[config.mk]
export PLATFORM = sky130hd
export DESIGN_NAME = voq_sched_ctrl
export DESIGN_NICKNAME = d
export VERILOG_FILES = /design/src/rtl/voq_sched_ctrl.sv
export SDC_FILE = /design/constraint.sdc
export NUM_CORES = 1
export LEC_CHECK = 0
export CORE_AREA = 10 10 177 179
export CTS_CLUSTER_DIAMETER = 150
export DETAILED_ROUTE_END_ITERATION = 12
export DIE_AREA = 0 0 187 189
export PLACE_DENSITY_LB_ADDON = 0.05
export SYNTH_ARGS = -nofsm -noshare
export SYNTH_HDL_FRONTEND = slang
export SYNTH_SLANG_ARGS = --single-unit
[constraint.sdc]
create_clock -name clk -period 7.5 [get_ports clk]
set_clock_uncertainty 0.2 [all_clocks]
set_input_delay 1.5 -clock clk [delete_from_list [all_inputs] [get_ports clk]]
set_output_delay 1.5 -clock clk [all_outputs]
set_load 0.02 [all_outputs]
[src/rtl/voq_sched_ctrl.sv]
// VOQ occupancy tracking and arbitration-round sequencing in front of the
// crossbar priority scheduler: snapshot, start, validate decision, apply slot.
module voq_sched_ctrl #(
  parameter int N           = 4,
  parameter int P           = 16,
  parameter int CW          = 8,
  parameter int SLOT_CYCLES = 4,
  parameter int TIMEOUT     = 64,
  localparam int LN = $clog2(N),
  localparam int PW = $clog2(P)
) (
  input  logic                 clk,
  input  logic                 reset,
  input  logic                 enable,
  input  logic [N-1:0]         arr_valid,
  input  logic [N*LN-1:0]      arr_dest,
  output logic                 sched_start,
  output logic [N*N*PW-1:0]    sched_pri_req,
  input  logic [N*N-1:0]       sched_decision,
  input  logic                 sched_done,
  output logic [N*N-1:0]       xbar_cfg,
  output logic                 xbar_valid,
  output logic [N*N-1:0]       deq,
  output logic                 err_ovf,
  output logic                 err_illegal,
  output logic                 err_timeout
);

  localparam int TW = (TIMEOUT > 1) ? $clog2(TIMEOUT) : 1;
  localparam int SW = $clog2(SLOT_CYCLES + 1);

  typedef enum logic [1:0] {S_IDLE, S_REQ, S_WAIT, S_APPLY} state_t;

  state_t              r_state, w_state_next;
  logic [TW-1:0]       r_wait, w_wait_next;
  logic [SW-1:0]       r_slot, w_slot_next;
  logic [CW-1:0]       r_cnt [N*N];
  logic [N*N*PW-1:0]   r_pri, w_pri;
  logic [N*N-1:0]      r_cfg;
  logic                r_err_ovf, r_err_illegal, r_err_timeout;

  logic [N*N-1:0]      w_arr, w_deq, w_sat, w_cnt_nz, w_snap_nz, w_row_keep, w_valid;
  logic [N-1:0][N-1:0] w_row_low, w_col_bits, w_col_low;
  logic                w_any, w_snap, w_load_cfg, w_timeout;

  genvar gi, gj;
  generate
    for (gi = 0; gi < N; gi++) begin : g_row
      // Isolate the lowest-j raw grant of each input row.
      assign w_row_low[gi] = sched_decision[gi*N +: N] & (~sched_decision[gi*N +: N] + N'(1));
      for (gj = 0; gj < N; gj++) begin : g_elem
        localparam int K = gi*N + gj;
        assign w_arr[K]      = arr_valid[gi] && (arr_dest[gi*LN +: LN] == LN'(gj));
        assign w_cnt_nz[K]   = |r_cnt[K];
        assign w_sat[K]      = &r_cnt[K];
        assign w_pri[K*PW +: PW] = (r_cnt[K] > CW'(P-1)) ? PW'(P-1) : r_cnt[K][PW-1:0];
        assign w_snap_nz[K]  = |r_pri[K*PW +: PW];
        assign w_row_keep[K] = w_row_low[gi][gj] & w_snap_nz[K];
        assign w_col_bits[gj][gi] = w_row_keep[K];
        assign w_valid[K]    = w_col_low[gj][gi];
      end
    end
    for (gj = 0; gj < N; gj++) begin : g_col
      assign w_col_low[gj] = w_col_bits[gj] & (~w_col_bits[gj] + N'(1));
    end
  endgenerate

  assign w_any = |w_cnt_nz;
  assign w_deq = (r_state == S_APPLY && r_slot == '0) ? r_cfg : '0;

  always_comb begin
    w_state_next = r_state;
    w_wait_next  = r_wait;
    w_slot_next  = r_slot;
    w_snap       = 1'b0;
    w_load_cfg   = 1'b0;
    w_timeout    = 1'b0;
    case (r_state)
      S_IDLE: begin
        if (enable && w_any) begin
          w_state_next = S_REQ;
          w_snap       = 1'b1;
        end
      end
      S_REQ: begin
        w_state_next = S_WAIT;
        w_wait_next  = '0;
      end
      S_WAIT: begin
        if (sched_done) begin
          w_state_next = S_APPLY;
          w_slot_next  = '0;
          w_load_cfg   = 1'b1;
        end else if (r_wait == TW'(TIMEOUT-1)) begin
          w_state_next = S_IDLE;
          w_timeout    = 1'b1;
        end else begin
          w_wait_next  = r_wait + TW'(1);
        end
      end
      S_APPLY: begin
        // Slot index SLOT_CYCLES is the reconfiguration gap with the crossbar off.
        if (r_slot == SW'(SLOT_CYCLES)) begin
          if (enable && w_any) begin
            w_state_next = S_REQ;
            w_snap       = 1'b1;
          end else begin
            w_state_next = S_IDLE;
          end
        end else begin
          w_slot_next = r_slot + SW'(1);
        end
      end
      default: w_state_next = S_IDLE;
    endcase
  end

  always_ff @(posedge clk or posedge reset) begin
    if (reset) begin
      r_state       <= S_IDLE;
      r_wait        <= '0;
      r_slot        <= '0;
      r_pri         <= '0;
      r_cfg         <= '0;
      r_err_ovf     <= 1'b0;
      r_err_illegal <= 1'b0;
      r_err_timeout <= 1'b0;
    end else begin
      r_state <= w_state_next;
      r_wait  <= w_wait_next;
      r_slot  <= w_slot_next;
      if (w_snap)     r_pri <= w_pri;
      if (w_load_cfg) r_cfg <= w_valid;
      if (w_load_cfg && (w_valid != sched_decision)) r_err_illegal <= 1'b1;
      if (w_timeout)  r_err_timeout <= 1'b1;
      if (|(w_arr & ~w_deq & w_sat)) r_err_ovf <= 1'b1;
    end
  end

  // A simultaneous arrival and dequeue on one VOQ cancel out.
  always_ff @(posedge clk or posedge reset) begin
    if (reset) begin
      for (int k = 0; k < N*N; k++) r_cnt[k] <= '0;
    end else begin
      for (int k = 0; k < N*N; k++) begin
        if (w_arr[k] && !w_deq[k] && !w_sat[k])
          r_cnt[k] <= r_cnt[k] + CW'(1);
        else if (!w_arr[k] && w_deq[k])
          r_cnt[k] <= r_cnt[k] - CW'(1);
      end
    end
  end

  assign sched_start   = (r_state == S_REQ);
  assign sched_pri_req = r_pri;
  assign xbar_valid    = (r_state == S_APPLY) && (r_slot < SW'(SLOT_CYCLES));
  assign xbar_cfg      = xbar_valid ? r_cfg : '0;
  assign deq           = w_deq;
  assign err_ovf       = r_err_ovf;
  assign err_illegal   = r_err_illegal;
  assign err_timeout   = r_err_timeout;

endmodule

== Word-level counts from Yosys, hierarchy flattened ==
Cells that the tools add are included.

* Flip-flop bits (word level): 222
* Input port bits: 32
* Output and inout port bits: 101

* Add/sub/neg operators: 42
* Magnitude comparators: 17
* Equal/unequal tests: 25
* Muxes and demuxes: 70
* Bitwise logic cells: 35
* Reduce and logical (&&, ||, !) cells: 177

{| class="wikitable"
|+ Operators by type and width
! operator !! number
|-
| $mux W8 || 32
|-
| $add A8 B1 Y8 const B || 16
|-
| $gt A8 B4 Y1 const B || 16
|-
| $reduce_and A8 Y1 || 16
|-
| $reduce_or A128 Y1 || 1
|-
| $sub A8 B1 Y8 const B || 16
|-
| $logic_and A1 B1 Y1 || 68
|-
| $mux W4 || 16
|-
| $reduce_or A4 Y1 || 16
|-
| $logic_not A1 Y1 || 48
|-
| $reduce_bool A2 Y1 || 18
|-
| $add A4 B1 Y4 const B || 8
|-
| $and A16 B16 Y16 || 2
|-
| $and A4 B4 Y4 || 8
|-
| $mux W16 || 2
|-
| $not A4 Y4 || 8
|-
| $eq A2 B2 Y1 const B || 10
|-
| $and A1 B1 Y1 || 16
|-
| $ne A16 B16 Y1 || 1
|-
| $not A16 Y16 || 1
|-
| $reduce_or A16 Y1 || 1
|-
| $mux W6 || 2
|-
| $pmux W6 S2 || 1
|-
| $eq A2 B1 Y1 const B || 5
|-
| 17 further kinds || 38
|}

== Depth between registers and ports, before layout ==
* Word-level depth: 9
* Depth in mapped cells: 14
* Mapped depth without buffers: 13

== Least setup slack after synthesis ==
OpenSTA, ideal clock, no wires.

* Kind: input -> register
* Start point: input arr_dest[4]
* End point: register r_cnt[63] (netlist name)
* Setup time: 0.079 ns
* Arrival time: 3.982 ns
* Path slack: 3.239 ns
* Stages on the path: 10
* Cell sequence: or3b_2 -> a21oi_1 -> o21ai_0 -> ha_1 -> a21o_1 -> a21oi_1 -> o21ai_0 -> o41ai_1 -> mux2i_1 -> xor2_1

* Cells in the longest elaborated chain, start to end: 5
* Elaborated cells on any way between the ends: 8
* Classes of those cells: 1 x mux; 7 x reduce/logical

{| class="wikitable"
|+ RTL lines
! what !! RTL line !! text
|-
| start: declaration || 16 || <nowiki>input logic [N*LN-1:0] arr_dest,</nowiki>
|-
| $logic_not A2 Y1 (*) || 53 || <nowiki>assign w_arr[K] = arr_valid[gi] && (arr_dest[gi*LN +: LN] == LN'(gj));</nowiki>
|-
| $logic_and A1 B1 Y1 (*) || 53 ||
|-
| $logic_and A1 B1 Y1 or $logic_not A1 Y1 (tied branches) || 146, 148 ||
|-
| $logic_and A1 B1 Y1 (on tied branches) || 146, 148 ||
|-
| $mux W8 or $reduce_bool A2 Y1 (tied branches) || n/a ||
|-
| end signal: indexed assignment || 147 || <nowiki>r_cnt[k] <= r_cnt[k] + CW'(1);</nowiki>
|-
| end signal: indexed assignment || 149 || <nowiki>r_cnt[k] <= r_cnt[k] - CW'(1);</nowiki>
|-
| end: declaration || 37 || <nowiki>logic [CW-1:0] r_cnt [N*N];</nowiki>
|}

Mark *: on every way between the ends. The rest lies on a longest branch, timed or not.
A chain may end at the register's enable or synchronous reset.

== Worst setup path in the final report ==
* Start point: register r_state[0]
* End point: output xbar_cfg[9]

* Cells in the longest elaborated chain, start to end: 3

{| class="wikitable"
|+ RTL lines
! what !! RTL line !! text
|-
| start: declaration || 34 || <nowiki>state_t r_state, w_state_next;</nowiki>
|-
| start signal: assignment || 129 || <nowiki>r_state <= w_state_next;</nowiki>
|-
| $eq A2 B2 Y1 || 156 || <nowiki>assign xbar_valid = (r_state == S_APPLY) && (r_slot < SW'(SLOT_CYCLES));</nowiki>
|-
| $logic_and A1 B1 Y1 || 156 ||
|-
| $mux W16 || 157 || <nowiki>assign xbar_cfg = xbar_valid ? r_cfg : '0;</nowiki>
|-
| end: declaration || 21 || <nowiki>output logic [N*N-1:0] xbar_cfg,</nowiki>
|}

No other way between the ends.

==> out/results.ini <==
[clock_tree]
clkLatencyLatePin_ns = 0.54
cts_buffer_depth = 3
htreeDepth = 1
ctsHoldBuffers = 0
cts_sinks = 222
cts_tree = yes
cts_made_buffers = 27
post-cts-setup-buffer-count = 0
cts-root-buf = clkbuf_16
cts_resized = 0
clk_pin_slew_ns = 0.06

[timing]
fin_tns_setup_ns = 0
setup_viol = 0
fin_crit_ns = 4.81
finalWorstSetupSlack_ns = 2.69
hold_viol = 0
timing.fmax_ghz = 0.208
max-slew-margin-rel_pct = 23.1
maxSlewViolCount = 0
rsz0062_at_grt = false
finalCritPeriodShare_pct = 64.1
tightest_slew_ns = 1.14

[setup_path]
reg2regPathDepth = 13
end_kind = output pin
arrival_ns = 3.11
crit_fanout = 10
critPathLaunchType = flop
cp_data_required_time_ns = 5.80
path_class = reg2out
worstReg2RegStart = r_slot[0]$_DFFE_PP0P_
crit_start = r_state[0]$_DFFE_PP0P_

[global_route]
grt_max_degree = 137
overflow = 0
grt_pass1_vias = 11100
grt_pass1_wl_um = 60500
grt.total_usage_pct = 20.9
antenna_found_initial = 2

[finish]
area_growth_pct = 18.4
finalNetCount = 1745
fin_cells = 1991
drive_gt1_share_pct = 10.5

[detailed_routing]
ant_nets = 0
wire_per_inst_um = 18.9
wl_um = 37600
via_per_inst = 5.65
first_pass_iters = 5
vias = 11300
wl_met2_um = 17300
routedLengthMet1_um = 17300
top_layer_used = met4
drt-initial-drc-count = 758
post-route-drc-count = 0
met3_length_um = 1990

[yosys]
syn_area_per_cell_um2 = 10.0
synthArstFlopShare_pct = 100
syn_inst = 1445
synth_edf_count = 0
yosys_register_bits = 222
syn-num-nets = 1599
synth-main-ff-cell = dfrtp_1
synth_area_mm2 = 0.0145
ys_warn_count = 0
yosysSeqAreaShare_pct = 38.4
yosysUniqueCellTypes = 62

[place]
port_buffers = 132
pre_cts_slack_ns = 2.20
place_congestion = 0.892
dp_cells = 1940
place_hpwl_um = 28400

[min_path]
hold_path_startpoint = err_timeout$_DFFE_PP0P_
hold_path.class = reg2reg
min_delay_path_depth = 1

[die]
coreArea_mm2 = 0.0276
rows = 61
die_area_mm2 = 0.0353
start_util_pct = 52.3
fp.dieH_um = 189
io_pins = 133
die_x_um = 187

[outcome]
status = complete, no violations

[power_and_ir_drop]
power_density_mw_per_mm2 = 421
peakVddDrop_mv = 0.215
p_leak_nw = 7.00

[job]
maxCapViolations = 0

==> report_power, final <==
part / internal [W] / total, W / leakage, nW / switching, W
logic: 0.00171 / 0.00345 / 4.13 / 0.00174
clock network: 0.000799 / 0.00131 / 0.441 / 0.000514
registers: 0.00174 / 0.00244 / 2.43 / 0.000709
==> cell type report <==
type	count	area, um^2
antenna	2	5.00
clock buffer	42	802
clock inverter	7	88.8
fill	2358	10500
inverter	46	176
multi-input combinational	1148	8570
sequential	222	5560
tap	378	473
timing repair buffer	146	1440
==> placed cells by master (no fill, tap or decap), types with 5 or more instances in the layout <==
cell type and count:
o41ai_1 21, mux2i_1 16, nand4_1 38, a21o_1 30, nor4_1 36, nand3b_1 9, a21oi_1 137, o21bai_1 15
or2_2 7, nand3_1 21, fa_1 16, nor2_1 143, xnor2_1 47, or2b_1 46, or4_1 5, nor3_1 23
nand2b_1 19, xor2_1 58, clkbuf_8 7, ha_1 106, nand2_1 98, nor2b_1 5, clkbuf_16 27, clkbuf_1 8
nor4bb_1 9, dfrtp_1 222, inv_1 45, and2_1 29, mux2_4 60, clkdlybuf4s50_1 132, mux2_2 33, o21ai_0 58
o31ai_1 6, buf_4 13
==> sequential cells by signal, indices dropped and copies added (netlist names) <==
register	cells
err_illegal	1
err_ovf	1
err_timeout	1
r_cfg	16
r_cnt	128
r_slot	3
r_state	2
r_wait	6
sched_pri_req	64
==> Yosys cell counts, drive strengths merged (3+ instances only) <==
cell,count,area share [%]
a21boi,3,0.16
nand3b,9,0.47
xor2,58,3.5
or2,7,0.30
nand2,98,2.5
nand4b,3,0.18
nor3,24,0.91
and4bb,4,0.35
a21o,30,1.6
nand4,38,1.6
a32oi,3,0.18
or4,6,0.34
mux2,93,8.8
buf,8,0.53
dfrtp,222,38
a21oi,137,4.7
or2b,46,2.4
o41ai,21,1.3
nand3,21,0.73
a22oi,3,0.16
inv,46,1.2
nor2,143,3.7
ha,106,9.2
nor4,39,1.9
nand2b,19,0.82
nor4b,4,0.24
xnor2,47,2.8
nor2b,5,0.22
or3b,3,0.18
fa,16,2.2
a31oi,4,0.17
o21bai,15,0.78
o31ai,7,0.46
nor4bb,9,0.62
o21a,3,0.16
o21ai,59,2.0
nor3b,3,0.16
mux2i,16,1.1
and2,29,1.3
clkbuf,21,0.55
==> per-stage QoR <==
step	utilization, %	power [W]	hold slack [ns]	instance area (um^2)
after floorplan	-	0.00486	0.262	14500
after global placement	58.7	0.00581	0.266	16200
after detailed placement	58.7	0.00588	0.270	16200
after CTS	61.9	0.00724	0.286	17100
after global routing	61.9	0.00778	0.313	17100
final	61.9	0.00720	0.279	17100
==> routing by layer <==
layer,GRT usage [%],vias to the layer above
met4,6.33,0
met5,0,-
met2,33.8,216
li1,-,5494
met1,27.8,5489
met3,3.97,55
==> cells by family after synthesis <==
group / count (synthesis) / synth area share [%]
XOR/XNOR: 105 / 6.36
multiplexers: 109 / 9.91
adder cells (fa/ha/maj): 122 / 11.4
AO/OA/AOI/OAI: 296 / 12.3
buffers and inverters: 75 / 2.27
flip-flops: 222 / 38.4
AND/OR/NAND/NOR: 516 / 19.3
==> critical path, stage by stage (launching register included) <==
cell             delay, ns
dfrtp_1               0.40
ha_1                  0.31
inv_1                 0.15
nor2_1                0.56
buf_4                 0.33
and2_1                0.19
clkdlybuf4s50_1       0.62
==> worst paths after layout <==
| kind | endpoint | slack [ns] |
|---|---|---|
| worst min register to register | err_timeout$_DFFE_PP0P_ | 0.28 |
| worst max-delay path | xbar_cfg[9] | 2.69 |
| worst min-delay path | err_timeout$_DFFE_PP0P_ | 0.28 |
| worst max register to register | r_cnt[103]$_DFFE_PP0P_ | 3.36 |
| max in group asynchronous | r_cnt[66]$_DFFE_PP0P_ | 4.70 |
| min in group asynchronous | sched_pri_req[23]$_DFFE_PP0P_ | 1.23 |
(Power assumes the default switching activity.)
